File: src/rtl/uart_loader_if.sv
// Memory write bus between the UART loader (initiator) and program memory.
interface uart_loader_if;
  logic [31:0] mem_addr;
  logic [31:0] mem_wdata;
  logic [3:0]  mem_wstrb;

  modport master (output mem_addr, output mem_wdata, output mem_wstrb);
  modport slave  (input  mem_addr, input  mem_wdata, input  mem_wstrb);
endinterface

File: src/rtl/uart_loader.sv
// UART program loader: 8N1 byte receiver feeding a frame parser that writes
// 32-bit words into program memory. busy holds the CPU in reset mid-frame.
module uart_loader #(
  parameter int CLK_FREQ = 12000000,
  parameter int BAUD     = 115200
) (
  input  logic          clk,
  input  logic          rst,
  input  logic          uart_rx,
  uart_loader_if.master mem,
  output logic          busy,
  output logic          done,
  output logic          err
);
  localparam int CLKS_PER_BIT = CLK_FREQ / BAUD;
  localparam int CNT_W        = $clog2(CLKS_PER_BIT) + 1;
  localparam logic [CNT_W-1:0] HALF_M1 = CNT_W'(CLKS_PER_BIT / 2 - 1);
  localparam logic [CNT_W-1:0] FULL_M1 = CNT_W'(CLKS_PER_BIT - 1);
  localparam logic [7:0]       SYNC    = 8'hA5;

  typedef enum logic [1:0] {RX_IDLE, RX_START, RX_DATA, RX_STOP} rx_st_t;
  typedef enum logic [2:0] {P_IDLE, P_ADDR, P_COUNT, P_DATA, P_CSUM} p_st_t;

  // ---------------- byte receiver ----------------
  logic             sync1_q, sync2_q, rx_prev_q;
  rx_st_t           rx_st_q;
  logic [CNT_W-1:0] rx_cnt_q;
  logic [2:0]       rx_bit_q;
  logic [7:0]       rx_sh_q;
  logic             byte_valid_q, frame_err_q;

  // Two-flop synchronizer plus one delayed copy for falling-edge detection.
  // Idle level is high, so all three reset to 1 to avoid a false start bit.
  always_ff @(posedge clk or negedge rst) begin
    if (!rst) begin
      sync1_q   <= 1'b1;
      sync2_q   <= 1'b1;
      rx_prev_q <= 1'b1;
    end else begin
      sync1_q   <= uart_rx;
      sync2_q   <= sync1_q;
      rx_prev_q <= sync2_q;
    end
  end

  // Bit timing FSM: re-check the start bit at mid-bit (rejects glitches),
  // then sample data and stop bits every bit period from that point.
  always_ff @(posedge clk or negedge rst) begin
    if (!rst) begin
      rx_st_q      <= RX_IDLE;
      rx_cnt_q     <= '0;
      rx_bit_q     <= '0;
      rx_sh_q      <= '0;
      byte_valid_q <= 1'b0;
      frame_err_q  <= 1'b0;
    end else begin
      byte_valid_q <= 1'b0;
      frame_err_q  <= 1'b0;
      case (rx_st_q)
        RX_IDLE: begin
          if (rx_prev_q && !sync2_q) begin
            rx_st_q  <= RX_START;
            rx_cnt_q <= '0;
          end
        end
        RX_START: begin
          if (rx_cnt_q == HALF_M1) begin
            rx_cnt_q <= '0;
            rx_bit_q <= '0;
            rx_st_q  <= sync2_q ? RX_IDLE : RX_DATA;
          end else begin
            rx_cnt_q <= rx_cnt_q + 1'b1;
          end
        end
        RX_DATA: begin
          if (rx_cnt_q == FULL_M1) begin
            rx_cnt_q <= '0;
            rx_sh_q  <= {sync2_q, rx_sh_q[7:1]};
            rx_bit_q <= rx_bit_q + 1'b1;
            if (rx_bit_q == 3'd7) rx_st_q <= RX_STOP;
          end else begin
            rx_cnt_q <= rx_cnt_q + 1'b1;
          end
        end
        RX_STOP: begin
          if (rx_cnt_q == FULL_M1) begin
            rx_cnt_q <= '0;
            rx_st_q  <= RX_IDLE;
            if (sync2_q) byte_valid_q <= 1'b1;
            else         frame_err_q  <= 1'b1;
          end else begin
            rx_cnt_q <= rx_cnt_q + 1'b1;
          end
        end
        default: rx_st_q <= RX_IDLE;
      endcase
    end
  end

  // ---------------- frame parser ----------------
  p_st_t       p_st_q;
  logic [1:0]  bidx_q;
  logic [31:0] addr_q, wdata_q;
  logic [15:0] wcnt_q;
  logic [7:0]  sum_q;
  logic [3:0]  wstrb_q;
  logic        busy_q, done_q, err_q;

  // Frame parser with registered bus and status outputs. Multi-byte fields
  // shift in from the top so little-endian bytes land in place after the
  // last byte. The address advances the cycle after each write strobe.
  always_ff @(posedge clk or negedge rst) begin
    if (!rst) begin
      p_st_q  <= P_IDLE;
      bidx_q  <= '0;
      addr_q  <= '0;
      wdata_q <= '0;
      wcnt_q  <= '0;
      sum_q   <= '0;
      wstrb_q <= '0;
      busy_q  <= 1'b0;
      done_q  <= 1'b0;
      err_q   <= 1'b0;
    end else begin
      done_q  <= 1'b0;
      wstrb_q <= 4'b0000;
      if (wstrb_q != 4'b0000) addr_q <= addr_q + 32'd4;

      if (frame_err_q) begin
        // A broken byte mid-frame aborts; in IDLE it is line noise.
        if (p_st_q != P_IDLE) begin
          p_st_q <= P_IDLE;
          busy_q <= 1'b0;
          err_q  <= 1'b1;
        end
      end else if (byte_valid_q) begin
        case (p_st_q)
          P_IDLE: begin
            if (rx_sh_q == SYNC) begin
              p_st_q <= P_ADDR;
              busy_q <= 1'b1;
              err_q  <= 1'b0;
              sum_q  <= '0;
              bidx_q <= '0;
            end
          end
          P_ADDR: begin
            sum_q  <= sum_q + rx_sh_q;
            bidx_q <= bidx_q + 1'b1;
            if (bidx_q == 2'd3) begin
              addr_q <= {rx_sh_q, addr_q[31:10], 2'b00};
              p_st_q <= P_COUNT;
            end else begin
              addr_q <= {rx_sh_q, addr_q[31:8]};
            end
          end
          P_COUNT: begin
            sum_q <= sum_q + rx_sh_q;
            if (bidx_q == 2'd0) begin
              wcnt_q[7:0] <= rx_sh_q;
              bidx_q      <= 2'd1;
            end else begin
              wcnt_q <= {rx_sh_q, wcnt_q[7:0]};
              bidx_q <= 2'd0;
              p_st_q <= ({rx_sh_q, wcnt_q[7:0]} == 16'd0) ? P_CSUM : P_DATA;
            end
          end
          P_DATA: begin
            sum_q   <= sum_q + rx_sh_q;
            wdata_q <= {rx_sh_q, wdata_q[31:8]};
            bidx_q  <= bidx_q + 1'b1;
            if (bidx_q == 2'd3) begin
              wstrb_q <= 4'b1111;
              wcnt_q  <= wcnt_q - 1'b1;
              if (wcnt_q == 16'd1) p_st_q <= P_CSUM;
            end
          end
          P_CSUM: begin
            if (rx_sh_q == sum_q) done_q <= 1'b1;
            else                  err_q  <= 1'b1;
            busy_q <= 1'b0;
            p_st_q <= P_IDLE;
          end
          default: p_st_q <= P_IDLE;
        endcase
      end
    end
  end

  assign mem.mem_addr  = addr_q;
  assign mem.mem_wdata = wdata_q;
  assign mem.mem_wstrb = wstrb_q;
  assign busy = busy_q;
  assign done = done_q;
  assign err  = err_q;
endmodule

File: src/flat_wrapper.sv
// flat-port wrapper written by rule: the top's interface ports become plain ports
module uart_loader_flat 
#(
  parameter int CLK_FREQ = 12000000,
  parameter int BAUD     = 115200
)
  (clk, rst, uart_rx, busy, done, err, mem_mem_addr, mem_mem_wdata, mem_mem_wstrb);
  uart_loader_if mem_i ();
  input  logic clk;
  input  logic rst;
  input  logic uart_rx;
  output logic busy;
  output logic done;
  output logic err;
  output wire logic [$bits(mem_i.mem_addr)-1:0] mem_mem_addr;
  output wire logic [$bits(mem_i.mem_wdata)-1:0] mem_mem_wdata;
  output wire logic [$bits(mem_i.mem_wstrb)-1:0] mem_mem_wstrb;
  assign mem_mem_addr = mem_i.mem_addr;
  assign mem_mem_wdata = mem_i.mem_wdata;
  assign mem_mem_wstrb = mem_i.mem_wstrb;
  uart_loader #(.CLK_FREQ(CLK_FREQ), .BAUD(BAUD)) u_core (.clk(clk), .rst(rst), .uart_rx(uart_rx), .mem(mem_i), .busy(busy), .done(done), .err(err));
endmodule
File: config.mk
export PLATFORM = sky130hd
export DESIGN_NAME = uart_loader_flat
export DESIGN_NICKNAME = d
export VERILOG_FILES = /design/src/rtl/uart_loader_if.sv /design/src/rtl/uart_loader.sv /design/src/flat_wrapper.sv
export SDC_FILE = /design/constraint.sdc
export NUM_CORES = 1
export LEC_CHECK = 0
export ABC_CLOCK_PERIOD_IN_PS = 5000
export CAP_MARGIN = 15
export CORE_MARGIN = 4
export CORE_UTILIZATION = 55
export DETAILED_ROUTE_END_ITERATION = 12
export GPL_TIMING_DRIVEN = 0
export PLACE_DENSITY = 0.77
export SYNTH_ARGS = -nofsm -noshare
export SYNTH_HDL_FRONTEND = slang
export SYNTH_SLANG_ARGS = --single-unit
File: constraint.sdc
create_clock -name clk -period 5 [get_ports clk]
set_clock_uncertainty 0.1 [all_clocks]
set_input_delay 1 -clock clk [delete_from_list [all_inputs] [get_ports clk]]
set_output_delay 1 -clock clk [all_outputs]
set_load 0.01 [all_outputs]
==> impl_metrics.env <==
export IMPL_synth_seq_cells=123
export IMPL_antenna_cells=0
export IMPL_synthCells=633
export IMPL_worst_slew_pin_slew_ns=0.906
export IMPL_area_growth_pct=24.6
export IMPL_fmax_mhz=369
export IMPL_p_per_area_mw_per_mm2=320
export IMPL_synth_edf_count=0
export IMPL_drive_gt1_frac=0.126
export IMPL_path_depth=2
export IMPL_ctsResizeCount=0
export IMPL_htreeDepth=4
export IMPL_drv_cap=0
export IMPL_num_nets_final=750
export IMPL_ant_nets=0
export IMPL_leakage_nw=3.76
export IMPL_wirelength_um=15700
export IMPL_grt_max_degree=79
export IMPL_crit_type="register to primary output"
export IMPL_post_route_period_util=0.541
export IMPL_r2r_start="u_core.rx_sh_q[6]"
export IMPL_slew_viol_final=0
export IMPL_grt_pass1_vias=5312
export IMPL_wire_per_inst_um=17.8
export IMPL_synth_distinct_cells=70
export IMPL_cts_root_buf="clkbuf_16"
export IMPL_final_hold_violation_count=0
export IMPL_die_w_um=116
export IMPL_drc=0
export IMPL_drtPass1Iterations=5
export IMPL_track_usage=0.242
export IMPL_tns_ns=0
export IMPL_regArea_mm2=0.00308
export IMPL_path_delay_family="buffers and inverters"
export IMPL_slew_headroom=0.391
export IMPL_core_mm2=0.0114
export IMPL_ys_flop_type="dfrtp_1"
export IMPL_crit_path_end="mem_mem_wstrb[3]"
export IMPL_setup_worst_path_start_class="register"
export IMPL_reg2reg_to="u_core.sum_q[6]"
export IMPL_startpoint="u_core.mem.mem_wstrb[2]"
export IMPL_clk_pin_slew_ns=0.05
export IMPL_critPathMaxStageDelay_ns=0.52
export IMPL_antenna_found_initial=0
export IMPL_cts_num_sinks=123
export IMPL_vias=5345
export IMPL_gp_congestion=0.963
export IMPL_syn_cell_area_mm2=0.00639
export IMPL_cts_hold_buffers=0
export IMPL_post_route_util=0.697
export IMPL_die_h_um=116
export IMPL_synth_fp_nets=657
export IMPL_initial_core_util=0.560
export IMPL_synthArstFlopShare=1.00
export IMPL_crit_required_ns=3.90
export IMPL_cp_buffers_inverters=2
export IMPL_yosysWarningCount=0
export IMPL_cp_end_kind="primary output"
export IMPL_path_cells="buf_4 > clkdlybuf4s50_1"
export IMPL_rsz0062_at_grt="false"
export IMPL_cp_slowest_cell="clkdlybuf4s50_1"
export IMPL_dp_hpwl_um=10900
export IMPL_synth_yosys_seq_area_share=0.482
export IMPL_gr_total_overflow=0
export IMPL_critPathArrivalTime_ns=1.61
export IMPL_critical_path_peak_fanout=9
export IMPL_holdCritPathClass="register to register"
export IMPL_cts_tree="done"
export IMPL_num_rows=39
export IMPL_reg2reg_depth=5
export IMPL_ios=74
export IMPL_cts_max_path_buffers=2
export IMPL_viasPerCell=6.06
export IMPL_r2r_slack_ns=2.47
export IMPL_die_area_mm2=0.0134
export IMPL_cts_buffers_inserted=17
export IMPL_io_buffers=73
export IMPL_post_cts_buffers=0
export IMPL_grt_pass1_wl_um=25800
export IMPL_drt_iter0_markers=493
export IMPL_nFillCells=838
export IMPL_syn_area_per_cell_um2=10.1
export IMPL_setup_viol=0
export IMPL_outcome="complete, no violations"
export IMPL_ir_drop_mv=0.344
export IMPL_clk_latency_ns=0.42
export IMPL_multiInputGateArea_mm2=0.00312
export IMPL_post_route_min_period_ns=2.71
[power by group]
part           switching (W)  internal [W]  total (W)
registers          0.0000191       0.00102    0.00104
clock network       0.000437      0.000848    0.00128
logic               0.000144     0.0000793   0.000224
total               0.000600       0.00194    0.00254
[cell usage in the layout, fill, tap and decap left out, types with 4 or more instances in the layout]
cell type / count
clkdlybuf4s50_1: 72
nand3_1: 19
a21o_1: 5
a22o_1: 9
mux2_2: 39
o21ai_0: 37
nor2b_1: 4
a21oi_1: 54
nor4_1: 6
nand2_1: 38
dfrtp_1: 120
nor2_1: 65
clkbuf_8: 6
a22oi_1: 4
nor3_1: 13
nand2b_1: 11
ha_1: 20
xor2_1: 20
buf_2: 4
o211ai_1: 4
a31oi_1: 9
and3_1: 15
o22a_1: 4
inv_1: 16
and4_1: 5
clkbuf_1: 19
nand4_1: 14
xnor2_1: 15
o22ai_1: 4
clkbuf_16: 17
[worst register-to-register path, stage by stage, from the launching register on]
cell	delay (ns)
dfrtp_1	0.53
or4_1	0.67
o21ai_0	0.32
nand2_1	0.32
a22oi_1	0.27
o311ai_0	0.16
[Yosys cell counts, drive strengths merged (2+ instances only)]
cell	number	share of area
a211o	2	0.0027
a211oi	3	0.0035
a21o	5	0.0059
a21oi	55	0.044
a22o	9	0.012
a22oi	4	0.0047
a31oi	9	0.0088
and3	15	0.015
and4	5	0.0069
buf	7	0.0067
clkbuf	21	0.014
dfrtp	120	0.47
dfstp	3	0.012
ha	20	0.039
inv	16	0.0094
mux2	41	0.072
mux2i	3	0.0047
nand2	39	0.023
nand2b	11	0.011
nand3	19	0.015
nand3b	2	0.0023
nand4	14	0.014
nand4b	2	0.0027
nor2	65	0.038
nor2b	4	0.0039
nor3	13	0.010
nor3b	2	0.0023
nor4	8	0.011
nor4b	2	0.0027
o211ai	4	0.0047
o21ai	39	0.031
o21bai	2	0.0023
o22a	4	0.0055
o22ai	4	0.0039
or4	4	0.0053
xnor2	15	0.021
xor2	20	0.027
[per-stage QoR]
| step | setup WS [ns] | area (µm²) | hold WS, ns | cells | power, W |
|---|---|---|---|---|---|
| 4_1_cts | 2.27 | 7960 | 0.255 | 882 | 0.00256 |
| 3_5_place_dp | 2.49 | 7330 | 0.247 | 850 | 0.00127 |
| 2_1_floorplan | 2.80 | 6390 | 0.245 | 633 | 0.00120 |
| 3_3_place_gp | -1.88 | 7300 | 0.246 | 849 | 0.00125 |
| 6_report | 2.29 | 7960 | 0.254 | 882 | 0.00254 |
| 5_1_grt | 2.21 | 7960 | 0.264 | 882 | 0.00264 |
[state kept, by name (all words and copies together) (netlist names), 2 cells and up, named ones only]
signal and flops:
u_core.rx_cnt_q 8, u_core.mem.mem_wdata 32, u_core.rx_sh_q 8, u_core.bidx_q 2
u_core.mem.mem_addr 32, u_core.wcnt_q 16, u_core.sum_q 8, u_core.rx_bit_q 3
u_core.p_st_q 3
[final cells by class]
cell class / instances / share of cell area
inverter: 16 / 0.00754
multi-input combinational: 466 / 0.391
clock buffer: 22 / 0.0621
sequential: 123 / 0.387
timing repair buffer: 74 / 0.0954
tap: 143 / 0.0225
buffer: 28 / 0.0167
clock inverter: 10 / 0.0173
[worst min path at each step]
stage,startpoint,endpoint,slack (ns),depth (start not counted)
floorplan,u_core.sync1_q,u_core.sync2_q,0.25,0
global placement,u_core.sync1_q,u_core.sync2_q,0.25,0
detailed placement,u_core.sync1_q,u_core.sync2_q,0.25,0
CTS,u_core.sync1_q,u_core.sync2_q,0.26,0
global route,u_core.sync1_q,u_core.sync2_q,0.26,0
finish,u_core.sync1_q,u_core.sync2_q,0.25,0
[per-layer routing]
| layer | vias to the layer above | global-route usage | wire length (µm) |
|---|---|---|---|
| met5 | - | 0 | 0 |
| met4 | 0 | 0.0874 | 228 |
| met3 | 26 | 0.0548 | 1150 |
| met2 | 222 | 0.396 | 7750 |
| met1 | 2607 | 0.318 | 6590 |
| li1 | 2490 | - | - |
[logic make-up (layout without fill, tap and decap cells)]
logic type	after synthesis	in the layout	synth area share
muxes	44	44	0.0769
xor gates and xnor gates	35	35	0.0480
buffers and inverters	44	150	0.0301
AOI/OAI and AO/OA	155	155	0.150
DFF	123	123	0.482
adders and majority gates	21	21	0.0423
and+or+nand+nor	211	211	0.171
(Power assumes the default switching activity.)
